<file path="config.mk">
export PLATFORM = sky130hd
export DESIGN_NAME = mem_stall_ctrl
export DESIGN_NICKNAME = d
export VERILOG_FILES = /design/src/rtl/mem_stall_ctrl.sv
export SDC_FILE = /design/constraint.sdc
export NUM_CORES = 1
export LEC_CHECK = 0
export CORE_MARGIN = 3
export CORE_UTILIZATION = 35
export DETAILED_ROUTE_END_ITERATION = 7
export PLACE_DENSITY_LB_ADDON = 0.05
export SYNTH_ARGS = -nofsm -noshare
export SYNTH_HDL_FRONTEND = slang
export SYNTH_SLANG_ARGS = --single-unit
</file>
<file path="constraint.sdc">
create_clock -name clk_i -period 2.04 [get_ports clk_i]
set_clock_uncertainty 0.05 [all_clocks]
set_input_delay 0.306 -clock clk_i [delete_from_list [all_inputs] [get_ports clk_i]]
set_output_delay 0.306 -clock clk_i [all_outputs]
set_load 0.01 [all_outputs]
</file>
<file path="src/rtl/mem_stall_ctrl.sv">
// rtl/mem_stall_ctrl.sv - MEM-stage controller that stalls the pipeline across a req/ack data-memory transaction
module mem_stall_ctrl #(
  parameter int ADDR_W  = 32,
  parameter int DATA_W  = 32,
  parameter int TIMEOUT = 64
) (
  input  logic              clk_i,
  input  logic              rst_i,
  input  logic              EX_MEM_MemRead_i,
  input  logic              EX_MEM_MemWrite_i,
  input  logic [ADDR_W-1:0] EX_MEM_Addr_i,
  input  logic [DATA_W-1:0] EX_MEM_WData_i,
  output logic              mem_req_o,
  output logic              mem_we_o,
  output logic [ADDR_W-1:0] mem_addr_o,
  output logic [DATA_W-1:0] mem_wdata_o,
  input  logic              mem_ack_i,
  input  logic [DATA_W-1:0] mem_rdata_i,
  output logic              MemStall_o,
  output logic [DATA_W-1:0] RData_o,
  output logic              Err_o
);

  typedef enum logic [1:0] {
    S_IDLE = 2'd0,
    S_REQ  = 2'd1,
    S_DONE = 2'd2
  } state_t;

  // Counter only needs to reach TIMEOUT-1; a zero TIMEOUT disables the abort path.
  localparam int CNT_W = (TIMEOUT > 1) ? $clog2(TIMEOUT) : 1;
  localparam logic [CNT_W-1:0] CNT_LAST = CNT_W'((TIMEOUT > 0) ? (TIMEOUT - 1) : 0);
  localparam bit TIMEOUT_EN = (TIMEOUT != 0);

  state_t            r_state;
  logic [CNT_W-1:0]  r_cnt;
  logic              r_req;
  logic              r_we;
  logic [ADDR_W-1:0] r_addr;
  logic [DATA_W-1:0] r_wdata;
  logic [DATA_W-1:0] r_rdata;
  logic              r_err;

  logic w_access;
  logic w_misaligned;
  logic w_take;
  logic w_timeout;

  assign w_access     = EX_MEM_MemRead_i | EX_MEM_MemWrite_i;
  assign w_misaligned = |EX_MEM_Addr_i[1:0];
  assign w_take       = (r_state == S_IDLE) & w_access & ~w_misaligned;
  assign w_timeout    = TIMEOUT_EN & (r_cnt == CNT_LAST);

  // Stall must rise in the same cycle the access is seen, so it is combinational;
  // gating with reset keeps it low while the pipeline is being reset.
  assign MemStall_o = rst_i & (w_take | (r_state == S_REQ));

  assign mem_req_o   = r_req;
  assign mem_we_o    = r_we;
  assign mem_addr_o  = r_addr;
  assign mem_wdata_o = r_wdata;
  assign RData_o     = r_rdata;
  assign Err_o       = r_err;

  // Transaction FSM: latch the access, hold the request until ack or timeout, then one DONE cycle.
  always_ff @(posedge clk_i or negedge rst_i) begin
    if (!rst_i) begin
      r_state <= S_IDLE;
      r_cnt   <= '0;
      r_req   <= 1'b0;
      r_we    <= 1'b0;
      r_addr  <= '0;
      r_wdata <= '0;
      r_rdata <= '0;
      r_err   <= 1'b0;
    end else begin
      case (r_state)
        S_IDLE: begin
          if (w_access) begin
            if (w_misaligned) begin
              r_err <= 1'b1;
            end else begin
              r_addr  <= EX_MEM_Addr_i;
              r_wdata <= EX_MEM_WData_i;
              // A simultaneous read and write request is treated as a write.
              r_we    <= EX_MEM_MemWrite_i;
              r_req   <= 1'b1;
              r_cnt   <= '0;
              r_state <= S_REQ;
            end
          end
        end
        S_REQ: begin
          if (mem_ack_i) begin
            if (!r_we) begin
              r_rdata <= mem_rdata_i;
            end
            r_req   <= 1'b0;
            r_cnt   <= '0;
            r_state <= S_DONE;
          end else if (w_timeout) begin
            r_err   <= 1'b1;
            r_rdata <= '0;
            r_req   <= 1'b0;
            r_cnt   <= '0;
            r_state <= S_DONE;
          end else begin
            r_cnt <= r_cnt + 1'b1;
          end
        end
        S_DONE: begin
          // EX/MEM still holds the finished instruction here; ignore it to avoid a re-issue.
          r_state <= S_IDLE;
        end
        default: begin
          r_state <= S_IDLE;
          r_req   <= 1'b0;
        end
      endcase
    end
  end

endmodule
</file>
# Word-level counts from Yosys, hierarchy flattened

Index checks and enable logic that the tools add are counted.

Bits in registers: 107
Input port bits: 101
Logic and storage cells: 59

$add $sub $neg: 1
Equality and inequality tests: 10
Multiplexer cells: 23
Bitwise operators: 7
Reductions and logical operators: 10

Operator list:

| kind                                           | number |
|---|---|
| two-way mux 32 bit                             | 3 |
| two-way mux 6 bit                              | 4 |
| != test 2 bit (second input constant)          | 6 |
| case mux 6 bit (2 select lines)                | 1 |
| AND reduction 3 bit                            | 4 |
| two-way mux 1 bit                              | 8 |
| two-way mux 2 bit                              | 4 |
| adder 6 x 1 -> 6 bit (second input constant)   | 1 |
| == test 6 bit (second input constant)          | 1 |
| AND reduction 5 bit                            | 1 |
| case mux 2 bit (2 select lines)                | 1 |
| AND reduction 4 bit                            | 1 |
| nonzero test 2 bit                             | 2 |
| bitwise AND 1 bit                              | 3 |
| != test 3 bit (second input constant)          | 1 |
| case mux 1 bit (3 select lines)                | 1 |
| == test 2 x 1 -> 1 bit (second input constant) | 1 |
| == test 2 bit (second input constant)          | 1 |
| logical NOT 2 bit                              | 1 |
| NOT 1 bit                                      | 2 |
| OR 1 bit                                       | 2 |
| case mux 1 bit (2 select lines)                | 1 |
| OR reduction 2 bit                             | 1 |

# Depth between registers and ports, before layout

Gate-level depths: netlist (run 1).

Depth in word-level cells: 5
Gate-level depth with buffers: 6
Gate-level depth less buffers: 5

# Worst setup path before layout (run 1)

Ideal clock, no wire load.

Kind: register to register
From: register r_state[0]
To: register r_wdata[11] (netlist: mem_wdata_o[11])
Setup time: 127 ps
Arrival: 1544 ps
Path slack: 319 ps
Cell stages (with the launch flop): 6
Buffers on the path: 2
Period minus slack after synthesis: 1721 ps
Cell sequence: dfrtp_1 > nor4_4 > and2_4 > buf_6 > buf_6 > mux2_1

Cells in the longest elaborated chain, start to end: 2

RTL lines:

| element                              | line | text |
|---|---|---|
| from (decl)                          | 35   | `state_t r_state;` |
| from (signal assigned)               | 68   | `r_state <= S_IDLE;` |
| from (signal assigned)               | 89   | `r_state <= S_REQ;` |
| from (signal assigned)               | 100  | `r_state <= S_DONE;` |
| logical NOT 2 bit                    | 77   | `case (r_state)` |
| AND reduction 3 bit (no source line) | n/a  |  |
| to (signal assigned)                 | 84   | `r_wdata <= EX_MEM_WData_i;` |
| to (decl)                            | 40   | `logic [DATA_W-1:0] r_wdata;` |

No other way between the ends.
A chain may end at the register's enable or synchronous reset.

# Worst setup path in the final report (run 1)

From: input port EX_MEM_MemRead_i
To: output port MemStall_o

Cells in the longest elaborated chain, start to end: 5

RTL lines:

| element                         | line | text |
|---|---|---|
| from (decl)                     | 9    | `input logic EX_MEM_MemRead_i,` |
| OR 1 bit                        | 49   | `assign w_access = EX_MEM_MemRead_i \| EX_MEM_MemWrite_i;` |
| bitwise AND 1 bit (2 in series) | 51   | `assign w_take = (r_state == S_IDLE) & w_access & ~w_misaligned;` |
| OR 1 bit                        | 56   | `assign MemStall_o = rst_i & (w_take \| (r_state == S_REQ));` |
| bitwise AND 1 bit               | 56   |  |
| to (decl)                       | 19   | `output logic MemStall_o,` |

No other way between the ends.

==> metrics.txt, run 1 <==
area grow syn2layout=61.5%; Final setup viols=0; drt first pass iters=4; clk buf depth=2; wire per inst=16.8 µm; internal cell power=5920 µW; sw power=2240 µW; Nets=573; Reg power frac=40.8%; Final HPWL DP=7640 µm; Worst path slowest cell=clkdlybuf4s50_1; Mapped Cells=259; chip width=114 µm; R2R Path Start=r_cnt[0]; Net Count, Synth=361; Max Slew Vio Count=0; Worst Path Required=1.68 ns; setup tns final=0 ns; CP max FO=2; CTS Sinks=107; share of cells above drive strength 1=13.3%; Tot Pwr=8160 µW; Reg2Reg Depth=5; Detail Route Antenna Nets=0; sequential fraction of the synthesis area=65.4%; CTS tree=yes; H-tree depth=3; Clk pwr share=21.2%; First DRT Iteration DRCs=89; pin count of the biggest net entering global routing=108; Crit. End Element=primary output; total track usage=16.3%; Setup crit start kind=input pin; final core occ=59.5%; maximum vdd drop=0.000680 V; drt total wl=10,300 µm; Tcrit/Tclk final=97.4%; vias in the first global route=3,146; Comb power frac=38.0%; PwrDens=1230 nW/µm²; worst hold path type=in -> async; Sw Ratio=27.5%; Synth warnings=0; crit path time final=1.99 ns; syn avg cell area=15.8 µm²; Reg2Reg Setup Slack=0.22 ns; TritonCTS Buffers=9; Rel. slew slack=63.0%; Cell Rows=38; Leak=0.00285 µW; DRC violations left=0; register bit total from synthesis=107; post-CTS setup buffer count=0; die height=114 µm; Cell Area, Synth=4100 µm²; CP bufs+invs=2; Initial Util=36.8%; Reg clk slew, reported paths=0.07 ns; DIE AREA=13,000 µm²; worst skew pair latency=0.33 ns; Distinct cells, synth=35; status=complete, no violations; GRT met3 Usage=3.54%; Critical Path, Cell by Cell=clkdlybuf4s50_1 > or2_4 > a21oi_2 > nor2_1 > and2_1 > dlygate4sd2_1; Diodes inserted=0; Root Buffer=clkbuf_16; worst-margin pin slew=0.556 ns; final count of hold timing violations=0; Crit path arrival time=1.63 ns; WS Path Type=in -> out; Via Count=2,917; first-pass GRT wire length=16,500 µm; grt total ovfl=0; Core Region=11,100 µm²; busiest metal layer after global routing=met2; PortBufs=200; GR Util met1=21.1%; max-cap violations=0; worst reg2reg endpoint=RData_o[25]; IO Count=201; antenna violations before repair=1; delay-heaviest family, CP=buffers and inverters; Achievable Freq=503 MHz; GR Layer Usage met2=26.5%; Final Wtd Congestion=0.731; post-DR vias/cell=4.74; critical path's largest stage delay=0.43 ns; RSZ-0062 raised after global routing=false
## per-layer routing
metal	share of wire [%]	vias up
li1	-	1368
met1	41	1411
met2	49	120
met3	7.1	16
met4	2.2	2
met5	0.16	-
## kinds of logic (layout without fill, tap and decap cells)
| logic type | after synthesis | count (layout) | share of synthesized area [%] |
|---|---|---|---|
| flops | 107 | 107 | 65.4 |
| mux | 62 | 62 | 17.0 |
| compound gates | 49 | 49 | 9.71 |
| simple gates | 25 | 25 | 4.46 |
| buf+inv | 13 | 229 | 2.69 |
| xor+xnor | 2 | 2 | 0.428 |
| fa+ha+maj | 1 | 1 | 0.305 |
## state kept, by name, indices dropped and copies added, names as in the netlist
name,cells
mem_we_o,1
RData_o,32
r_state,2
mem_addr_o,32
mem_req_o,1
mem_wdata_o,32
r_cnt,6
Err_o,1
## how the worst max path moves through the flow
stage                       from               to  slack, ns  cells past startpoint
6_report        EX_MEM_MemRead_i       MemStall_o       0.05                      6
5_1_grt         EX_MEM_MemRead_i       MemStall_o      0.007                      6
3_3_place_gp   EX_MEM_MemWrite_i       MemStall_o      -0.28                      6
3_5_place_dp   EX_MEM_MemWrite_i       MemStall_o      -0.27                      6
4_1_cts         EX_MEM_MemRead_i       MemStall_o       0.03                      6
2_1_floorplan         r_state[0]  mem_wdata_o[11]       0.32                      5
## synth_stat cells
master	instances	area, µm²
o21ai_0	1	5.00
nand4_1	1	6.26
or2_2	2	12.5
buf_6	2	22.5
a21o_1	1	7.51
nor4_4	1	21.3
nor3b_4	1	18.8
and3_1	2	12.5
nor3b_2	1	12.5
nand3_1	2	10.0
a21oi_1	4	20.0
mux2_2	26	293
buf_8	3	45.0
a22o_1	36	315
and2_1	1	6.26
and2_4	1	8.76
nor3_1	2	10.0
a31oi_1	1	6.26
o21ai_1	2	10.0
mux2_1	36	405
a21boi_0	1	7.51
nand2_1	1	3.75
nor2_1	4	15.0
buf_2	4	20.0
buf_4	2	15.0
nand2b_4	1	13.8
nor2b_1	2	12.5
nand2b_1	3	18.8
xnor2_1	2	17.5
clkbuf_1	2	7.51
a221o_1	1	10.0
ha_1	1	12.5
o21ai_2	1	8.76
o31ai_1	1	7.51
dfrtp_1	107	2680
## area by class of cell
class                      instances  area, µm²
sequential                       107       2680
fill                             905       4510
tap                              140        175
clock buffer                      13        260
multi-input combinational        139       1320
timing repair buffer             214       2150
clock inverter                     2       35.0
## metrics by stage
step	hold slack (ns)	setup WS, ns	cells	instance area, µm²
2_1_floorplan	-0.0396	0.319	259	4100
3_5_place_dp	0.413	-0.266	600	6320
5_1_grt	0.0544	0.00723	615	6620
4_1_cts	0.0443	0.0334	615	6620
3_3_place_gp	0.416	-0.275	600	6320
6_report	0.0142	0.0530	615	6620
## what timing repair did
item                       in CTS  in global routing
resized for setup               4                  0
setup endpoints to repair       1                  1
cloned                          0                  0
hold buffers                    0                  0
pin swaps                       1                  1
## power groups by stage
stage,clock network (µW),logic (µW),registers (µW)
floorplan,0,762,3710
global placement,0,3120,3340
detailed placement,0,3160,3360
CTS,1800,3170,3340
global route,1890,3310,3450
finish,1730,3100,3330
## placed cells by master (no fill, tap or decap), drive strengths merged
cell	netlist	final
nand2b	4	4
o21ai	4	4
clkbuf	2	13
nand4	1	1
xnor2	2	2
a22o	36	36
or2	2	2
nor3b	2	2
clkdlybuf4s50	0	197
dfrtp	107	107
a21oi	4	4
clkinv	0	1
ha	1	1
a21boi	1	1
o31ai	1	1
nand2	1	1
and2	2	2
a21o	1	1
a221o	1	1
nor3	2	2
buf	11	15
nor2b	2	2
nor4	1	1
bufinv	0	1
mux2	62	62
a31oi	1	1
dlygate4sd2	0	2
nor2	4	4
and3	2	2
nand3	2	2
No activity file was read; power rests on OpenSTA's default activity.
==> run 2: changes to the inputs <==
--- a/constraint.sdc
+++ b/constraint.sdc
@@ -4,2 +4,2 @@
 set_output_delay 0.306 -clock clk_i [all_outputs]
-set_load 0.01 [all_outputs]
+set_load 0.1 [all_outputs]
==> metrics.txt, run 2 (synthesis gave the netlist of run 1 again) <==
status=complete, but fails checks; violated checks=negative hold slack; CP max FO=3 (+1); post-CTS setup buffer count=0 (unchanged); Diodes inserted=0 (unchanged); DRC violations left=0 (unchanged); worst-margin pin slew=0.562 ns (+0.00680 ns); Achievable Freq=503 MHz (-0.15%); Max Used Layer=met5; Metal-1 WL=4150 µm (-3.3%); Reg clk slew, reported paths=0.07 ns (about the same); H-tree depth=3 (unchanged); worst skew pair latency=0.34 ns (about the same); Worst path slowest cell=clkdlybuf4s50_1; drt first pass iters=4 (unchanged); # fillers=942 (+4.1%); final hold slack=-0.0122 ns (-0.0264 ns); chip width=114 µm (unchanged); DIE AREA=13,000 µm² (unchanged); Root Buffer=clkbuf_16; die height=114 µm (unchanged); Crit. End Element=primary output; TritonCTS Buffers=9 (unchanged); Via Count=2,963 (+1.6%); final count of hold timing violations=6 (+6); drt total wl=10,100 µm (-2.4%); Final Wtd Congestion=0.721 (-1.4%); Crit path arrival time=1.63 ns (about the same); Initial Util=36.8% (unchanged); CTS Sinks=107 (unchanged); Area after DPL=6040 µm² (-4.4%); Rel. slew slack=62.5% (-0.45 points); worst hold path type=in -> async; post-DR vias/cell=4.84 (+2.1%); max-cap violations=0 (unchanged); Max Slew Vio Count=0 (unchanged); CTS tree=yes; total track usage=15.9% (-0.49 points); Setup crit start kind=input pin; commonest non-fill, non-tap cells in the layout=107 x dfrtp_1, 107 x buf_4, 99 x clkdlybuf4s50_1; Detail Route Antenna Nets=0 (unchanged); critical path's largest stage delay=0.44 ns (about the same); pin count of the biggest net entering global routing=108 (unchanged); Worst Path Required=1.68 ns (about the same); First DRT Iteration DRCs=138 (+55%); DR WL met3=764 µm (+3.8%); Core Region=11,100 µm² (unchanged); clk buf depth=2 (unchanged); IO Count=201 (unchanged); vias in the first global route=3,029 (-3.7%); Tcrit/Tclk final=97.5% (+0.15 points); Hold Buf Count CTS=0 (unchanged); Final HPWL DP=7400 µm (-3.1%); area grow syn2layout=56.5%; wire per inst=16.5 µm (-1.9%); share of cells above drive strength 1=34.3% (+21 points); routed wl met2=4950 µm (-2.4%); Critical Path, Cell by Cell=clkdlybuf4s50_1 > or2_4 > a21oi_4 > nor2_1 > and2_1 > buf_12; Final setup viols=0 (unchanged); grt total ovfl=0 (unchanged); Nets=569 (-0.70%); first-pass GRT wire length=16,000 µm (-3.5%); crit path time final=1.99 ns (+0.00303 ns); PortBufs=200 (unchanged); Design Area, Final=6410 µm² (-3.1%); final core occ=57.6% (-1.8 points); WS Path Type=in -> out; Cell Rows=38 (unchanged); antenna violations before repair=1 (unchanged)
## run 2: cell count changes in the layout (fill, tap and decap cells not counted), sizes merged
cell           before  now
bufinv              1    3
clkbuf             13   12
buf                15  111
dlygate4sd2         2    0
clkdlybuf4s50     197   99
## run 2: metal layers
| metal | GRT usage (%) | up-vias |
|---|---|---|
| met5 | 0 | - |
| met4 | 5.94 | 2 |
| met3 | 5.44 | 16 |
| met2 | 25.3 | 114 |
| met1 | 20.0 | 1470 |
| li1 | - | 1361 |
## run 2: timing repair
action                     4_1_cts  5_1_grt
gates cloned                     0        0
setup endpoints to repair        1        1
pin swaps                        1        0
gates resized for setup          2        1
## run 2: cell type report
class	count	area (µm²)	area share, %
sequential	107	2680	41.8
timing repair buffer	210	1870	29.2
multi-input combinational	139	1320	20.6
tap	140	175	2.73
clock buffer	12	267	4.16
clock inverter	4	95.1	1.48
## run 2: through the flow
step                      std cells  setup slack [ns]   TNS, ns
after floorplan                 259             0.246         0
after global placement          596           0.00798         0
after detailed placement        596           -0.0429   -0.0429
after CTS                       612            0.0461         0
after global routing            612          -0.00583  -0.00583
final                           612            0.0500         0
## run 2: final timing paths
| kind | from | end | slack [ns] | cells past startpoint |
|---|---|---|---|---|
| setup / recovery | EX_MEM_MemWrite_i | MemStall_o | 0.05 | 6 |
| hold / removal | rst_i | r_cnt[5] | -0.01 | 2 |
| setup reg to reg | r_state[0] | mem_wdata_o[8] | 0.22 | 4 |
| hold reg to reg | r_cnt[5] | r_cnt[5] | 0.42 | 1 |
| max in group asynchronous | rst_i | mem_addr_o[20] | 1.52 | 2 |
| min in group clk_i | r_cnt[5] | r_cnt[5] | 0.42 | 1 |
## run 2: critical path, delay by kind of cell
family	cells	cell delay (ns)
simple gates	3	0.55
buf+inv	2	0.61
compound gates	1	0.16
Power of run 2 is left out: the tool's default activity adds up to more than one toggle a clock period on the data nets, which glitch-free logic cannot reach.
